<file path="src/rtl/secuenciador_instr_if.sv">
// Datapath instruction/result link.
//   INSTRUCCION : instruction word driven by the sequencer into the datapath
//   RESULTADO   : datapath result bus, combinational from INSTRUCCION
interface secuenciador_instr_if #(
  parameter int unsigned ANCHO_INSTR = 20,
  parameter int unsigned ANCHO_DATO  = 32
);
  logic [ANCHO_INSTR-1:0] INSTRUCCION;
  logic [ANCHO_DATO-1:0]  RESULTADO;

  // Sequencer end: produces instructions, consumes results
  modport master (output INSTRUCCION, input RESULTADO);
  // Datapath end
  modport slave  (input INSTRUCCION, output RESULTADO);
endinterface

</file>
<file path="src/rtl/secuenciador_instr.sv">
// Instruction sequencer: loadable program memory, issues one instruction per
// clock from address 0 until the latched last address, the top address or a
// halt word (MC=11), and captures the datapath result for MC=00/10 words.
// Ports:
//   CLK, RESET_N            clock, async active-low reset
//   CARGA_EN/DIR/DATO       program write port (honoured in IDLE only)
//   INICIO, ULTIMA_DIR      start pulse, last address (latched at start)
//   bus                     INSTRUCCION out / RESULTADO in
//   RESULTADO_CAPT, CAPTURA last captured result, one-cycle capture pulse
//   OCUPADO, LISTO          executing flag, one-cycle completion pulse
//   CONTADOR                instructions issued in the current/last run
module secuenciador_instr #(
  parameter int unsigned ANCHO_INSTR = 20,
  parameter int unsigned ANCHO_DATO  = 32,
  parameter int unsigned ANCHO_DIR   = 5
) (
  input  logic                   CLK,
  input  logic                   RESET_N,
  input  logic                   CARGA_EN,
  input  logic [ANCHO_DIR-1:0]   CARGA_DIR,
  input  logic [ANCHO_INSTR-1:0] CARGA_DATO,
  input  logic                   INICIO,
  input  logic [ANCHO_DIR-1:0]   ULTIMA_DIR,
  secuenciador_instr_if.master   bus,
  output logic [ANCHO_DATO-1:0]  RESULTADO_CAPT,
  output logic                   CAPTURA,
  output logic                   OCUPADO,
  output logic                   LISTO,
  output logic [ANCHO_DIR:0]     CONTADOR
);

  localparam int unsigned PROF      = 1 << ANCHO_DIR;
  localparam int unsigned ANCHO_CNT = ANCHO_DIR + 1;
  localparam logic [ANCHO_DIR-1:0]   DIR_MAX = '1;
  localparam logic [ANCHO_INSTR-1:0] NOP     = '0;
  localparam logic [1:0] MC_HALT   = 2'b11;
  localparam logic [1:0] MC_SOLO_A = 2'b01;

  typedef enum logic [1:0] {IDLE, EJECUTA, FIN} estado_t;

  estado_t                estado_q, estado_d;
  logic [ANCHO_INSTR-1:0] instr_q, instr_d;
  logic [ANCHO_DIR-1:0]   dir_q, dir_d;
  logic [ANCHO_DIR-1:0]   ultima_q, ultima_d;
  logic [ANCHO_CNT-1:0]   cnt_q, cnt_d;
  logic [ANCHO_DATO-1:0]  capt_q, capt_d;
  logic                   captura_q, captura_d;
  logic                   ocupado_q, ocupado_d;
  logic                   listo_q, listo_d;

  logic [ANCHO_INSTR-1:0] mem [PROF];
  logic [ANCHO_DIR-1:0]   dir_sig;

  function automatic logic es_halt(input logic [ANCHO_INSTR-1:0] w);
    return w[ANCHO_INSTR-1 -: 2] == MC_HALT;
  endfunction

  // Program memory: no reset, contents survive RESET_N
  always_ff @(posedge CLK) begin
    if (estado_q == IDLE && CARGA_EN) mem[CARGA_DIR] <= CARGA_DATO;
  end

  assign dir_sig = dir_q + ANCHO_DIR'(1);

  // State and output registers
  always_ff @(posedge CLK or negedge RESET_N) begin
    if (!RESET_N) begin
      estado_q  <= IDLE;
      instr_q   <= NOP;
      dir_q     <= '0;
      ultima_q  <= '0;
      cnt_q     <= '0;
      capt_q    <= '0;
      captura_q <= 1'b0;
      ocupado_q <= 1'b0;
      listo_q   <= 1'b0;
    end else begin
      estado_q  <= estado_d;
      instr_q   <= instr_d;
      dir_q     <= dir_d;
      ultima_q  <= ultima_d;
      cnt_q     <= cnt_d;
      capt_q    <= capt_d;
      captura_q <= captura_d;
      ocupado_q <= ocupado_d;
      listo_q   <= listo_d;
    end
  end

  // Next-state and next-output logic
  always_comb begin
    estado_d  = estado_q;
    instr_d   = NOP;
    dir_d     = dir_q;
    ultima_d  = ultima_q;
    cnt_d     = cnt_q;
    capt_d    = capt_q;
    captura_d = 1'b0;

    case (estado_q)
      IDLE: begin
        // A simultaneous write wins over the start request
        if (INICIO && !CARGA_EN) begin
          ultima_d = ULTIMA_DIR;
          cnt_d    = '0;
          dir_d    = '0;
          if (es_halt(mem[0])) begin
            estado_d = FIN;
          end else begin
            instr_d  = mem[0];
            cnt_d    = ANCHO_CNT'(1);
            estado_d = EJECUTA;
          end
        end
      end
      EJECUTA: begin
        // Result of the instruction on the bus this cycle; MC=01 writes only bank A
        if (instr_q[ANCHO_INSTR-1 -: 2] != MC_SOLO_A) begin
          capt_d    = bus.RESULTADO;
          captura_d = 1'b1;
        end
        if (dir_q == ultima_q || dir_q == DIR_MAX || es_halt(mem[dir_sig])) begin
          estado_d = FIN;
        end else begin
          instr_d = mem[dir_sig];
          dir_d   = dir_sig;
          cnt_d   = cnt_q + ANCHO_CNT'(1);
        end
      end
      FIN:     estado_d = IDLE;
      default: estado_d = IDLE;
    endcase

    ocupado_d = (estado_d == EJECUTA);
    listo_d   = (estado_d == FIN);
  end

  assign bus.INSTRUCCION = instr_q;
  assign RESULTADO_CAPT  = capt_q;
  assign CAPTURA         = captura_q;
  assign OCUPADO         = ocupado_q;
  assign LISTO           = listo_q;
  assign CONTADOR        = cnt_q;

endmodule
</file>
<file path="src/flat_wrapper.sv">
// flat-port wrapper written by rule: the top's interface ports become plain ports
module secuenciador_instr_flat 
#(
  parameter int unsigned ANCHO_INSTR = 20,
  parameter int unsigned ANCHO_DATO  = 32,
  parameter int unsigned ANCHO_DIR   = 5
)
  (CLK, RESET_N, CARGA_EN, CARGA_DIR, CARGA_DATO, INICIO, ULTIMA_DIR, RESULTADO_CAPT, CAPTURA, OCUPADO, LISTO, CONTADOR, bus_INSTRUCCION, bus_RESULTADO);
  secuenciador_instr_if #(.ANCHO_INSTR(ANCHO_INSTR), .ANCHO_DATO(ANCHO_DATO)) bus_i ();
  input  logic CLK;
  input  logic RESET_N;
  input  logic CARGA_EN;
  input  logic [ANCHO_DIR-1:0] CARGA_DIR;
  input  logic [ANCHO_INSTR-1:0] CARGA_DATO;
  input  logic INICIO;
  input  logic [ANCHO_DIR-1:0] ULTIMA_DIR;
  output logic [ANCHO_DATO-1:0] RESULTADO_CAPT;
  output logic CAPTURA;
  output logic OCUPADO;
  output logic LISTO;
  output logic [ANCHO_DIR:0] CONTADOR;
  output wire logic [$bits(bus_i.INSTRUCCION)-1:0] bus_INSTRUCCION;
  input wire logic [$bits(bus_i.RESULTADO)-1:0] bus_RESULTADO;
  assign bus_INSTRUCCION = bus_i.INSTRUCCION;
  assign bus_i.RESULTADO = bus_RESULTADO;
  secuenciador_instr #(.ANCHO_INSTR(ANCHO_INSTR), .ANCHO_DATO(ANCHO_DATO), .ANCHO_DIR(ANCHO_DIR)) u_core (.CLK(CLK), .RESET_N(RESET_N), .CARGA_EN(CARGA_EN), .CARGA_DIR(CARGA_DIR), .CARGA_DATO(CARGA_DATO), .INICIO(INICIO), .ULTIMA_DIR(ULTIMA_DIR), .bus(bus_i), .RESULTADO_CAPT(RESULTADO_CAPT), .CAPTURA(CAPTURA), .OCUPADO(OCUPADO), .LISTO(LISTO), .CONTADOR(CONTADOR));
endmodule
</file>
<file path="config.mk">
export PLATFORM = sky130hd
export DESIGN_NAME = secuenciador_instr_flat
export DESIGN_NICKNAME = d
export VERILOG_FILES = /design/src/rtl/secuenciador_instr_if.sv /design/src/rtl/secuenciador_instr.sv /design/src/flat_wrapper.sv
export SDC_FILE = /design/constraint.sdc
export NUM_CORES = 1
export LEC_CHECK = 0
export ABC_AREA = 1
export BUFFER_PORTS_ARGS = -buffer_cell sky130_fd_sc_hd__buf_2
export CAP_MARGIN = 20
export CELL_PAD_IN_SITES_DETAIL_PLACEMENT = 1
export CELL_PAD_IN_SITES_GLOBAL_PLACEMENT = 2
export CORE_MARGIN = 4
export CORE_UTILIZATION = 45
export DETAILED_ROUTE_END_ITERATION = 8
export PLACE_DENSITY = 0.83
export SYNTH_ARGS = -nofsm -noshare
export SYNTH_HDL_FRONTEND = slang
export SYNTH_SLANG_ARGS = --single-unit
</file>
<file path="constraint.sdc">
create_clock -name CLK -period 5.76 [get_ports CLK]
set_input_delay 0.864 -clock CLK [delete_from_list [all_inputs] [get_ports CLK]]
set_output_delay 0.864 -clock CLK [all_outputs]
set_load 0.005 [all_outputs]
</file>
### After elaboration in Yosys (flattened, before gate mapping)

Memory sizes are Yosys's and may differ from the RTL's.
Index checks and enable logic that the tools add are counted.

| storage, ports and cells | value |
|---|---|
| register bits | 73 |
| latch bits | 0 |
| memory bits (writable) | 640 |
| ROM bits | 0 |
| logic and storage cells | 51 |
| memories | 1 |

| cells by class | value |
|---|---|
| add/sub/neg operators | 2 |
| multipliers | 0 |
| div/mod/pow operators | 0 |
| order comparisons | 0 |
| eq/ne operators | 10 |
| shifts and indexed selects | 0 |
| multiplexer cells | 19 |
| bitwise gates (word level) | 0 |
| reductions and logical operators | 10 |

Memory list:

| name | words | bits a word | rd ports | clocked after memory_dff | wr ports | line | text |
|---|---|---|---|---|---|---|---|
| u_core.mem | 32 | 20 | 2 | 0 | 1 | secuenciador_instr.sv:51 | `logic [ANCHO_INSTR-1:0] mem [PROF];` |

Operator list:

| cell | count |
|---|---|
| 20-bit 2-to-1 mux | 3 |
| 20-bit case mux with 2 select lines | 1 |
| 6-bit 2-to-1 mux | 2 |
| 6-bit case mux with 2 select lines | 1 |
| 5-bit 2-to-1 mux | 2 |
| 5-bit case mux with 2 select lines | 1 |
| 6-bit by 1-bit adder with 6-bit output (second input constant) | 1 |
| 2-bit == test (second input constant) | 3 |
| 2-bit 2-to-1 mux | 3 |
| 5-bit by 1-bit adder with 5-bit output (second input constant) | 1 |
| 5-bit == test | 1 |
| 5-bit == test (second input constant) | 1 |
| 1-bit 2-to-1 mux | 5 |
| 2-bit by 1-bit == test with 1-bit output (second input constant) | 2 |
| 2-bit inequality test (second input constant) | 2 |
| 2-bit case mux with 2 select lines | 1 |
| 2-bit AND reduction | 2 |
| 3-bit AND reduction | 1 |
| 1-bit logical AND | 2 |
| 2-bit logical NOT | 1 |
| 1-bit logical OR | 2 |
| 2-bit by 1-bit inequality test with 1-bit output (second input constant) | 1 |
| 2-bit nonzero test | 1 |
| 1-bit logical NOT | 1 |

### Longest topological paths before layout

An unclocked memory read counts as a cell.

| depth | value |
|---|---|
| depth after elaboration | 7 |
| gate-level depth with buffers | 17 |
| mapped depth without buffers | 15 |

### Worst setup path before layout

No wires, ideal clock.

| timing | value |
|---|---|
| kind | input to register |
| from | in CARGA_EN |
| to | mem u_core.mem[0][0] (enable) |
| library setup time | 0.397 ns |
| arrival time | 2.334 ns |
| data required time | 5.363 ns |
| setup slack | 3.029 ns |
| stages | 4 |
| path buffers | 0 |
| cell sequence | inv_1 -> nor3_1 -> nand3_1 -> nor2_1 |

| between the ends | value |
|---|---|
| word-level cells in the longest chain between the ends | 3 |

Ends and longest elaborated chain:

| what | line | text |
|---|---|---|
| start, declared | flat_wrapper.sv:12 | `input logic CARGA_EN;` |
| 1-bit logical AND | secuenciador_instr.sv:60 | `if (estado_q == IDLE && CARGA_EN) mem[CARGA_DIR] <= CARGA_DATO;` |
| 1-bit 2-to-1 mux | secuenciador_instr.sv:60 |  |
| 1-bit 2-to-1 mux (not written as such) | secuenciador_instr.sv:60 |  |
| end, declared | secuenciador_instr.sv:51 |  |

Every way passes these cells.

### Final worst setup path

| timing | value |
|---|---|
| from | reg u_core.dir_q[0] |
| to | reg u_core.instr_q[1], in the netlist u_core.bus.INSTRUCCION[1] |

| between the ends | value |
|---|---|
| word-level cells in the longest chain between the ends | 6 |
| elaborated cells on any way between the ends | 9 |
| those cells by class | 1 x add/sub; 3 x eq/ne; 2 x mux; 2 x reduce/logical; 1 x memory |

Ends and longest elaborated chain:

| what | line | text |
|---|---|---|
| start, declared | secuenciador_instr.sv:43 | `logic [ANCHO_DIR-1:0] dir_q, dir_d;` |
| start signal, assigned | secuenciador_instr.sv:80 | `dir_q <= dir_d;` |
| 5-bit by 1-bit adder with 5-bit output | secuenciador_instr.sv:63 | `assign dir_sig = dir_q + ANCHO_DIR'(1);` |
| memory 32 x 20 bit | - |  |
| 2-bit == test | secuenciador_instr.sv:55 | `return w[ANCHO_INSTR-1 -: 2] == MC_HALT;` |
| 1-bit logical OR | secuenciador_instr.sv:122 | `if (dir_q == ultima_q \|\| dir_q == DIR_MAX \|\| es_halt(mem[dir_sig])) begin` |
| 20-bit 2-to-1 mux * | secuenciador_instr.sv:122 |  |
| 20-bit case mux with 2 select lines * | secuenciador_instr.sv:100 | `case (estado_q)` |
| via u_core.instr_d[1] | secuenciador_instr.sv:42 | `logic [ANCHO_INSTR-1:0] instr_q, instr_d;` |
| end signal, assigned | secuenciador_instr.sv:79 | `instr_q <= instr_d;` |
| end, declared | secuenciador_instr.sv:42 |  |

Mark *: on every way through the listed nets, which the timed path passes. The rest lies on a longest branch.
A chain may end at the register's enable or synchronous reset.

==> key figures <==
Clock network
  – Root Driver: clkbuf_16
  – Clk sinks: 713
  – CTS buffer count: 77
  – Hold-fix buffers at CTS: 0
  – Htree depth: 3
  – CTS tree: yes
  – Post-cts sizing count: 0
  – Max clock buf depth: 3
  – Worst-path clk slew: around 0.060 ns
  – Clock latency at the later pin of the worst-skew pair: approximately 0.62 ns
  – Setup bufs post-CTS: 0

Floorplan
  – Core region area: ~0.063 mm^2
  – Starting Density: 45.4%
  – Chip height: 260 um
  – Std cell rows: 92
  – Top Ports: ~130
  – Die area: 0.0678 mm^2
  – Die X: around 260 um

Placed design
  – HPWL Detailed: 51.6 mm
  – DP Area: 0.0301 mm^2
  – Port Buf Inserts: between 100 and 150
  – Gp weighted congestion: 0.816
  – Placement Setup Slack: 1.97 ns

Timing
  – RSZ-0062 raised after global routing: no
  – Skew final: slightly above 0.02 ns
  – Post-route minimum period: 3.81 ns
  – Worst Setup Slack, final: 1.95 ns
  – Final Hold Vio Count: 0
  – Fmax achieved: 263 MHz
  – Slew Viols, Final: 0
  – Measured slew at the worst slew-check pin: 1.27 ns
  – Setup-failing EPs final: 0
  – Final period util: about two thirds
  – TNS Setup: 0 ns
  – Rel. slew slack: roughly 15%

Setup path
  – Critical Path End Type: flop
  – Critical path class: reg -> reg
  – Max FO, Critical Path: 68
  – CP Launch Type: flop
  – Worst-path cell chain: ha_4 > inv_6 > buf_4 > nand3_1 > nand3_1 > nand3_1 > nand3_1 > nand2_1 > nand2_1 > nand2_1
  – Slowest cell on crit path: buf_4
  – Most used cell, CP: nand3_1
  – Worst Path Arrival: around 4.3 ns
  – CP max stage delay: 0.85 ns
  – Worst path required time: 6.24 ns

Synth
  – #FFs+latches synth: 713
  – Net Count, Synth: 2,517
  – Cells after Synth: ~2,400
  – Mapped cell area: 0.0287 mm^2
  – Synthesis Warnings: 0
  – Syn Area/Cell: 11.7 um^2
  – Post-synthesis cell type count: 29
  – Sequential element share of the synthesized area: between 70% and 80%

Global route
  – GRT Overall Usage: 27.4%
  – Global-route wire length before repair: between 100 and 150 mm
  – Initial antenna violation count: 4
  – Global route overflow: 0
  – Pin count of the biggest net entering global routing: 216
  – Number of global-route vias before repair: 21,200

Cells and area
  – Area grow syn2layout: 13.4%
  – Layout cell share with drive strength beyond 1: 12.5%
  – Final Instance Area: 0.0325 mm^2
  – NumNets Final: 2,626

Power
  – Pwr dens: 455 mW/mm^2
  – VDD IR max: between 0.0002 and 0.0003 V
  – Lkg Pwr: 12.2 nW
  – Design Power: 0.0148 W

Detailed routing
  – Via density: 5.84
  – WL per Instance: 26.8 um
  – First-pass detailed-route iteration total: 6
  – DR vias: 20,200
  – Routed wire length: between 90 and 100 mm
  – Residual DRC: 0
  – ANT nets after route: 0
  – First DRT Iteration DRCs: 2,094

Run
  – Max cap viols: 0

Worst hold path
  – HP Class: in -> async

Status
  – Outcome: complete, no violations
-- area by class of cell --
cell class	count	area [um^2]
well taps	846	1060
inverters	28	118
repair buffers	176	1030
clock inverters	36	236
fillers	6612	30600
multi-input cells	1561	6890
diodes	3	7.51
flip-flops and latches	713	21000
clock buffers	104	2110
-- final timing paths --
path / depth (start not counted) / endpoint / from / slack (ns)
max: 10 / u_core.bus.INSTRUCCION[1] / u_core.dir_q[0] / 1.95
min: 1 / u_core.bus.INSTRUCCION[18] / RESET_N / 0.18
max reg2reg: 10 / u_core.bus.INSTRUCCION[1] / u_core.dir_q[0] / 1.95
min reg2reg: 2 / u_core.RESULTADO_CAPT[14] / u_core.RESULTADO_CAPT[14] / 0.47
max in group asynchronous: 2 / u_core.dir_q[0] / RESET_N / 4.46
min in group CLK: 3 / u_core.RESULTADO_CAPT[25] / bus_RESULTADO[25] / 0.45
-- cell usage in the layout, fill, tap and decap left out, types with 32 or more instances in the layout --
| cell | count |
|---|---|
| nand2_1 | 851 |
| edfxtp_1 | 640 |
| nand3_1 | 584 |
| buf_2 | 125 |
| clkbuf_16 | 81 |
| dfrtp_1 | 72 |
| buf_4 | 49 |
| nor2_1 | 34 |
| nor2_2 | 32 |
-- worst max-delay path: cells and delay by family (launching register included) --
kind,cells,cell delay (ns)
buffers and inverters,2,1.38
and+or+nand+nor,7,0.95
adders and majority gates,1,0.45
DFF,1,0.81
-- metal layers --
| metal | GRT usage [%] | share of wire (%) |
|---|---|---|
| met1 | 35.5 | 40 |
| met2 | 45.8 | 49 |
| met3 | 5.01 | 7.5 |
| met4 | 11.2 | 4.1 |
| met5 | 0 | 0.0075 |
-- Yosys cell counts --
cell type | count | area (um^2)
nand2_1 | 851 | 3190
edfxtp_1 | 640 | 19200
o21ai_1 | 2 | 10.0
dfrtp_1 | 73 | 1830
nor3_1 | 3 | 15.0
inv_2 | 4 | 15.0
o21ai_0 | 22 | 110
nand2_2 | 4 | 25.0
xnor2_1 | 2 | 17.5
nand3_2 | 1 | 10.0
buf_1 | 14 | 52.6
nor2_1 | 66 | 248
o221ai_1 | 7 | 61.3
nor2_4 | 1 | 11.3
a21oi_1 | 6 | 30.0
o211ai_1 | 1 | 7.51
ha_1 | 3 | 37.5
and3_1 | 1 | 6.26
clkbuf_1 | 41 | 154
o22ai_1 | 2 | 12.5
buf_2 | 76 | 380
nand3_1 | 584 | 2920
nand3_4 | 1 | 17.5
a21oi_2 | 1 | 8.76
buf_4 | 9 | 67.6
xor2_1 | 2 | 17.5
xor2_2 | 1 | 16.3
inv_1 | 24 | 90.1
buf_6 | 6 | 67.6
-- cells by family (layout without fill, tap and decap cells) --
group           count (synthesis)  after routing  synth area share [%]
simple gates                 1512           1512                  22.5
buf+inv                       174            344                  2.89
flops                         713            713                  73.5
other cells                     0              3                     0
xor+xnor                        5              5                 0.179
compound gates                 41             41                 0.838
fa+ha+maj                       3              3                 0.131
-- registers in the layout (all words and copies together) (netlist names) --
signal / cells
u_core.CAPTURA: 1
u_core.CONTADOR: 6
u_core.LISTO: 1
u_core.OCUPADO: 1
u_core.RESULTADO_CAPT: 32
u_core.bus.INSTRUCCION: 20
u_core.dir_q: 5
u_core.estado_q: 2
u_core.mem: 640
u_core.ultima_q: 5
-- power by group --
part | internal [W] | total (W) | switching [W]
sequential | 0.00592 | 0.00612 | 0.000203
clock | 0.00267 | 0.00470 | 0.00203
combinational | 0.00112 | 0.00395 | 0.00283
total | 0.00970 | 0.0148 | 0.00507
-- metrics by stage --
stage                     hold slack (ns)  std cells  utilization [%]
final                               0.183       3467             51.5
after global routing                0.203       3465             51.5
after CTS                           0.175       3464             51.5
after detailed placement            0.454       3324             47.8
after global placement              0.448       3324             47.8
after floorplan                     0.451       2448                -
Note: power is estimated with default switching activity, not from simulation.
